<file path="src/rtl/oloca_pkg.sv">
// Shared definitions for the OLOCA shared-adder arbiter: mode encoding,
// default sizes and a width-generic reference for the approximate sum.
package oloca_pkg;

    typedef enum logic {
        MODE_APPROX = 1'b0,
        MODE_EXACT  = 1'b1
    } mode_e;

    localparam int DEF_N    = 8;
    localparam int DEF_LPL  = 4;
    localparam int DEF_NREQ = 4;
    localparam int DEF_CNTW = 16;

    localparam int MAXW = 64;

    // Operands are zero-extended to MAXW; n and lpl select the real geometry.
    function automatic logic [MAXW:0] oloca_approx_sum(
        input logic [MAXW-1:0] a,
        input logic [MAXW-1:0] b,
        input int unsigned     n,
        input int unsigned     lpl
    );
        logic [MAXW-1:0] hi_mask;
        logic [MAXW-1:0] lo_mask;
        logic [MAXW-1:0] or_mask;
        logic [MAXW-1:0] low;
        logic [MAXW:0]   hi_sum;
        hi_mask = (64'd1 << (n - lpl)) - 64'd1;
        lo_mask = (64'd1 << lpl) - 64'd1;
        or_mask = 64'd3 << (lpl - 2);
        hi_sum  = {1'b0, (a >> lpl) & hi_mask} + {1'b0, (b >> lpl) & hi_mask};
        low     = (lo_mask & ~or_mask) | ((a | b) & or_mask);
        return (hi_sum << lpl) | {1'b0, low};
    endfunction

endpackage

</file>
<file path="src/rtl/oloca_datapath.sv">
// Single shared adder: precise N-bit add or OLOCA approximate add
// (precise upper part, OR on the top two lower bits, constant ones below).
module oloca_datapath
    import oloca_pkg::*;
#(
    parameter int N   = DEF_N,
    parameter int LPL = DEF_LPL
) (
    input  logic [N-1:0] a,
    input  logic [N-1:0] b,
    input  logic         exact,
    output logic [N:0]   result
);

    logic [N:0]     exact_sum;
    logic [N-LPL:0] hi_sum;
    logic [LPL-1:0] lo_bits;

    always_comb begin
        exact_sum = {1'b0, a} + {1'b0, b};
        hi_sum    = {1'b0, a[N-1:LPL]} + {1'b0, b[N-1:LPL]};
        lo_bits   = '1;
        lo_bits[LPL-1 -: 2] = a[LPL-1 -: 2] | b[LPL-1 -: 2];
        if (mode_e'(exact) == MODE_EXACT) begin
            result = exact_sum;
        end else begin
            result = {hi_sum, lo_bits};
        end
    end

endmodule

</file>
<file path="src/rtl/oloca_share_arbiter.sv">
// Round-robin arbiter sharing one OLOCA adder among NREQ requesters,
// with a single registered valid/ready response slot.
module oloca_share_arbiter
    import oloca_pkg::*;
#(
    parameter int N    = DEF_N,
    parameter int LPL  = DEF_LPL,
    parameter int NREQ = DEF_NREQ,
    parameter int IDW  = $clog2(NREQ),
    parameter int CNTW = DEF_CNTW
) (
    input  logic              clk,
    input  logic              rst_n,
    input  logic [NREQ-1:0]   req_valid,
    output logic [NREQ-1:0]   req_ready,
    input  logic [NREQ*N-1:0] req_a,
    input  logic [NREQ*N-1:0] req_b,
    input  logic [NREQ-1:0]   req_exact,
    output logic              rsp_valid,
    input  logic              rsp_ready,
    output logic [N:0]        rsp_result,
    output logic [IDW-1:0]    rsp_id,
    output logic              rsp_exact,
    output logic [CNTW-1:0]   approx_cnt
);

    logic            rsp_valid_q, rsp_valid_d;
    logic [N:0]      rsp_result_q, rsp_result_d;
    logic [IDW-1:0]  rsp_id_q, rsp_id_d;
    logic            rsp_exact_q, rsp_exact_d;
    logic [IDW-1:0]  ptr_q, ptr_d;
    logic [CNTW-1:0] cnt_q, cnt_d;

    logic            slot_free;
    logic            gnt_found;
    logic [IDW-1:0]  gnt_idx;
    logic [IDW-1:0]  cand_idx;
    int              cand;
    logic            accept;
    logic [N-1:0]    a_sel;
    logic [N-1:0]    b_sel;
    logic            exact_sel;
    logic [N:0]      dp_result;

    // First valid requester at or after the pointer, wrapping.
    always_comb begin
        gnt_found = 1'b0;
        gnt_idx   = '0;
        cand      = 0;
        cand_idx  = '0;
        for (int k = 0; k < NREQ; k++) begin
            cand = int'(ptr_q) + k;
            if (cand >= NREQ) begin
                cand = cand - NREQ;
            end
            cand_idx = IDW'(cand);
            if (!gnt_found && req_valid[cand_idx]) begin
                gnt_found = 1'b1;
                gnt_idx   = cand_idx;
            end
        end
    end

    // Ready is gated by rst_n so nothing is accepted while reset is held.
    always_comb begin
        slot_free = !rsp_valid_q || rsp_ready;
        accept    = rst_n && slot_free && gnt_found;
        req_ready = '0;
        if (accept) begin
            req_ready[gnt_idx] = 1'b1;
        end
        a_sel     = req_a[int'(gnt_idx)*N +: N];
        b_sel     = req_b[int'(gnt_idx)*N +: N];
        exact_sel = req_exact[gnt_idx];
    end

    oloca_datapath #(
        .N   (N),
        .LPL (LPL)
    ) u_datapath (
        .a      (a_sel),
        .b      (b_sel),
        .exact  (exact_sel),
        .result (dp_result)
    );

    always_comb begin
        rsp_valid_d  = rsp_valid_q;
        rsp_result_d = rsp_result_q;
        rsp_id_d     = rsp_id_q;
        rsp_exact_d  = rsp_exact_q;
        ptr_d        = ptr_q;
        cnt_d        = cnt_q;
        if (slot_free) begin
            rsp_valid_d = accept;
        end
        if (accept) begin
            rsp_result_d = dp_result;
            rsp_id_d     = gnt_idx;
            rsp_exact_d  = exact_sel;
            if (int'(gnt_idx) == NREQ - 1) begin
                ptr_d = '0;
            end else begin
                ptr_d = gnt_idx + 1'b1;
            end
            if (mode_e'(exact_sel) == MODE_APPROX && cnt_q != '1) begin
                cnt_d = cnt_q + 1'b1;
            end
        end
    end

    always_ff @(posedge clk) begin
        if (!rst_n) begin
            rsp_valid_q  <= 1'b0;
            rsp_result_q <= '0;
            rsp_id_q     <= '0;
            rsp_exact_q  <= 1'b0;
            ptr_q        <= '0;
            cnt_q        <= '0;
        end else begin
            rsp_valid_q  <= rsp_valid_d;
            rsp_result_q <= rsp_result_d;
            rsp_id_q     <= rsp_id_d;
            rsp_exact_q  <= rsp_exact_d;
            ptr_q        <= ptr_d;
            cnt_q        <= cnt_d;
        end
    end

    assign rsp_valid  = rsp_valid_q;
    assign rsp_result = rsp_result_q;
    assign rsp_id     = rsp_id_q;
    assign rsp_exact  = rsp_exact_q;
    assign approx_cnt = cnt_q;

endmodule
</file>
<file path="config.mk">
export PLATFORM = sky130hd
export DESIGN_NAME = oloca_share_arbiter
export DESIGN_NICKNAME = d
export VERILOG_FILES = /design/src/rtl/oloca_pkg.sv /design/src/rtl/oloca_datapath.sv /design/src/rtl/oloca_share_arbiter.sv
export SDC_FILE = /design/constraint.sdc
export NUM_CORES = 1
export LEC_CHECK = 0
export ABC_AREA = 1
export CAP_MARGIN = 40
export CORE_AREA = 2 2 102 104
export CTS_CLUSTER_DIAMETER = 60
export DETAILED_ROUTE_END_ITERATION = 10
export DIE_AREA = 0 0 104 106
export HOLD_SLACK_MARGIN = 0.1
export SYNTH_ARGS = -nofsm -noshare
export SYNTH_HDL_FRONTEND = slang
export SYNTH_HIERARCHICAL = 1
export SYNTH_SLANG_ARGS = --single-unit
</file>
<file path="constraint.sdc">
create_clock -name clk -period 2.69 [get_ports clk]
set_input_delay 0.269 -clock clk [delete_from_list [all_inputs] [get_ports clk]]
set_output_delay 0.269 -clock clk [all_outputs]
set_load 0.005 [all_outputs]
</file>
==> out/qor.csv <==
metric,value,unit
Async SR Flop Fraction,0,%
"EDFF count, synth",0,
TritonCTS clock tree,done,
Final period util,112,%
dominant cell by count in the synthesized netlist,nand2_1,
Worst Skew,7.28,ps
filler cell count,993,
maximum clock insertion buffer count,2,
number of port buffers,107,
Hold WC Path Type,flop to flop,
WL/cell,13.4,µm
die area,11000,µm²
pre-CTS setup slack,-661,ps
post-synth top area share,21.4,%
final worst slack,-334,ps
largest net degree at the start of global routing,25,
CP max FO,5,
reg2reg setup slack,-330,ps
xor/xnor share of the synthesized area,4.53,%
Worst R2R Start,ptr_q[0],
Cells after Synth,458,
share of cells above drive strength 1,30.1,%
final net count,718,
final setup TNS,-1930,ps
Hold Buf Count CTS,0,
io pins,108,
Die Y,106,µm
Clock Sinks,31,
Worst setup EP type,flop,
synthesized flop and latch total,31,
Final Util,52.0,%
Final Max Slew Viols,0,
Die W,104,µm
Finished Cell Area,5200,µm²
first-pass GRT wire length,16.6,mm
Synth Flop Type,dfxtp_1,
Synth Area in Compound Gates,13.8,%
Worst EP arrival,3200,ps
min cycle time layout,3020,ps
Via Count,3669,
Rows,37,
RSZ-0062 raised after global routing,true,
Clock Root Buffer,clkbuf_8,
"Clk pin slew, worst setup/hold paths",70,ps
syn avg cell area,6.33,µm²
main combinational cell family by area after synthesis,simple AND/OR/NAND/NOR gates,
syn_nets,550,
failing checks,negative setup slack,
area of placed instances,4470,µm²
Clock Latency Late Sink,280,ps
Final Hold Vio Count,0,
Hold Path Depth,2,
main area contributors after synthesis,"dfxtp_1, nand2_1, nand3_1",
Post-Route WL,10.2,mm
vias in the first global route,3620,
placer congestion estimate,0.818,
area grow syn2layout,79.4,%
Reg2Reg Depth,22,
DRT iter0 DRCs,120,
initial antenna violation count,0,
half-perimeter wire length after placement,7.29,mm
Setup-failing EPs final,9,
Initial Util,29.0,%
Max Cap Viol,0,
total grt overflow,0,
sequential area share after synthesis,21.4,%
Worst Max-Slew Pin Slew,321,ps
post-synthesis mux area share,0,%
status,finished with violations,
fmax,331,MHz
# DRC,0,
largest area contributor in the netlist,dfxtp_1,
vias per cell,4.81,
worst r2r dst,rsp_result[2],
Worst Path Required,2870,ps
Rel. slew slack,78.4,%
H-tree levels,2,
synth cell count leaders,"nand2_1, nand3_1, inv_1",
CTS Buf Count,5,
Yosys warning total,6,
DRT Pass-1 Iters,4,
Routed Antenna Nets,0,
CP Launch Type,flop,
floorplan core area,10000,µm²
crit path kind,flop to flop,
area share of fa/ha/maj cells after synthesis,7.86,%
Cell variety after synth,35,
total track usage,18.1,%
beginning of the worst hold path,rsp_result[0],
hold worst-path end,rsp_result[0],
Antenna Cells,0,
Post-Syn Area,2900,µm²
Synth Area in Simple Gates,41.5,%
-- critical path: stages (launching register included) --
cell and delay (ps):
dfxtp_4 380, buf_12 140, nand2_4 70, nand2_4 70, nand2_4 80, nand2_4 60, nor2_4 170, nand3_4 100
nand3_4 140, buf_12 130, buf_16 110, nand2_2 50, a32oi_1 200, ha_2 210, inv_2 40, fa_2 360
buf_4 150, nand2_1 50, inv_1 40, o21ai_1 130, o21ai_1 80, nand2_1 90, nand2_1 60
-- per-stage QoR --
step | cells | hold WS [ps]
after floorplan | 458 | 400
after global placement | 730 | 458
after detailed placement | 730 | 459
after CTS | 755 | 469
after global routing | 763 | 501
final | 763 | 469
-- state kept, by name, indices dropped and copies added, names as in the netlist --
name,flops
rsp_valid,1
rsp_exact,1
ptr_q,2
approx_cnt,16
rsp_id,2
rsp_result,9
-- area by class of cell --
cell class	count	area (µm²)	area share, %
Tap cell	136	170	3.27
Clock inverter	2	35.0	0.674
Timing Repair inverter	1	11.3	0.217
Sequential cell	31	626	12.0
Inverter	49	205	3.95
Multi-Input combinational cell	362	2340	45.0
Clock buffer	6	82.6	1.59
Timing Repair Buffer	176	1730	33.2
-- how the worst max path moves through the flow --
stage / cells after the start / start / endpoint / slack, ps
3_5_place_dp: 24 / req_valid[2] / rsp_result[7] / -660
2_1_floorplan: 25 / ptr_q[0] / rsp_result[7] / 2
4_1_cts: 23 / ptr_q[0] / rsp_result[7] / -260
6_report: 22 / ptr_q[0] / rsp_result[2] / -330
3_3_place_gp: 24 / req_valid[2] / rsp_result[7] / -580
5_1_grt: 24 / req_valid[1] / rsp_result[6] / -500
-- cell usage in the layout, fill, tap and decap left out, types with 3 or more instances in the layout --
cell,count
nand3_2,7
inv_1,28
nand2_4,10
buf_16,3
buf_4,54
nand3b_1,3
o21ai_1,3
nand3_1,37
nor2_1,16
ha_1,10
xnor2_1,7
nand4_1,5
dfxtp_1,29
a21oi_2,9
nor2_2,4
buf_12,5
clkdlybuf4s50_1,101
a21oi_1,28
xor2_1,8
nand3_4,5
a32oi_2,10
a32oi_1,5
inv_2,13
nand2_2,27
clkinv_1,4
buf_6,7
nand2_1,141
o21ai_0,5
clkbuf_8,6
ha_4,3
nor3_1,3
-- metal layers --
metal	wire, µm	vias to the layer above	track usage [%]
li1	-	1834	-
met5	0	-	0
met3	717	23	4.23
met1	4140	1663	20.6
met4	199	0	4.34
met2	5140	149	34.1
-- logic make-up (layout without fill, tap and decap cells) --
kind of cell / Yosys count / count (layout)
AO/OA/AOI/OAI: 64 / 64
buffers and inverters: 68 / 234
adder cells (fa/ha/maj): 17 / 17
AND/OR/NAND/NOR: 263 / 266
XOR/XNOR: 15 / 15
flip-flops: 31 / 31
-- timing repair --
item	in CTS	in global routing
cloned	6	1
setup buffers	11	8
gates resized for setup	58	45
pin swaps	7	33
setup endpoints to repair	12	30
Power is left out: the tool's default activity adds up to more than one toggle a clock period on the data nets, which glitch-free logic cannot reach.
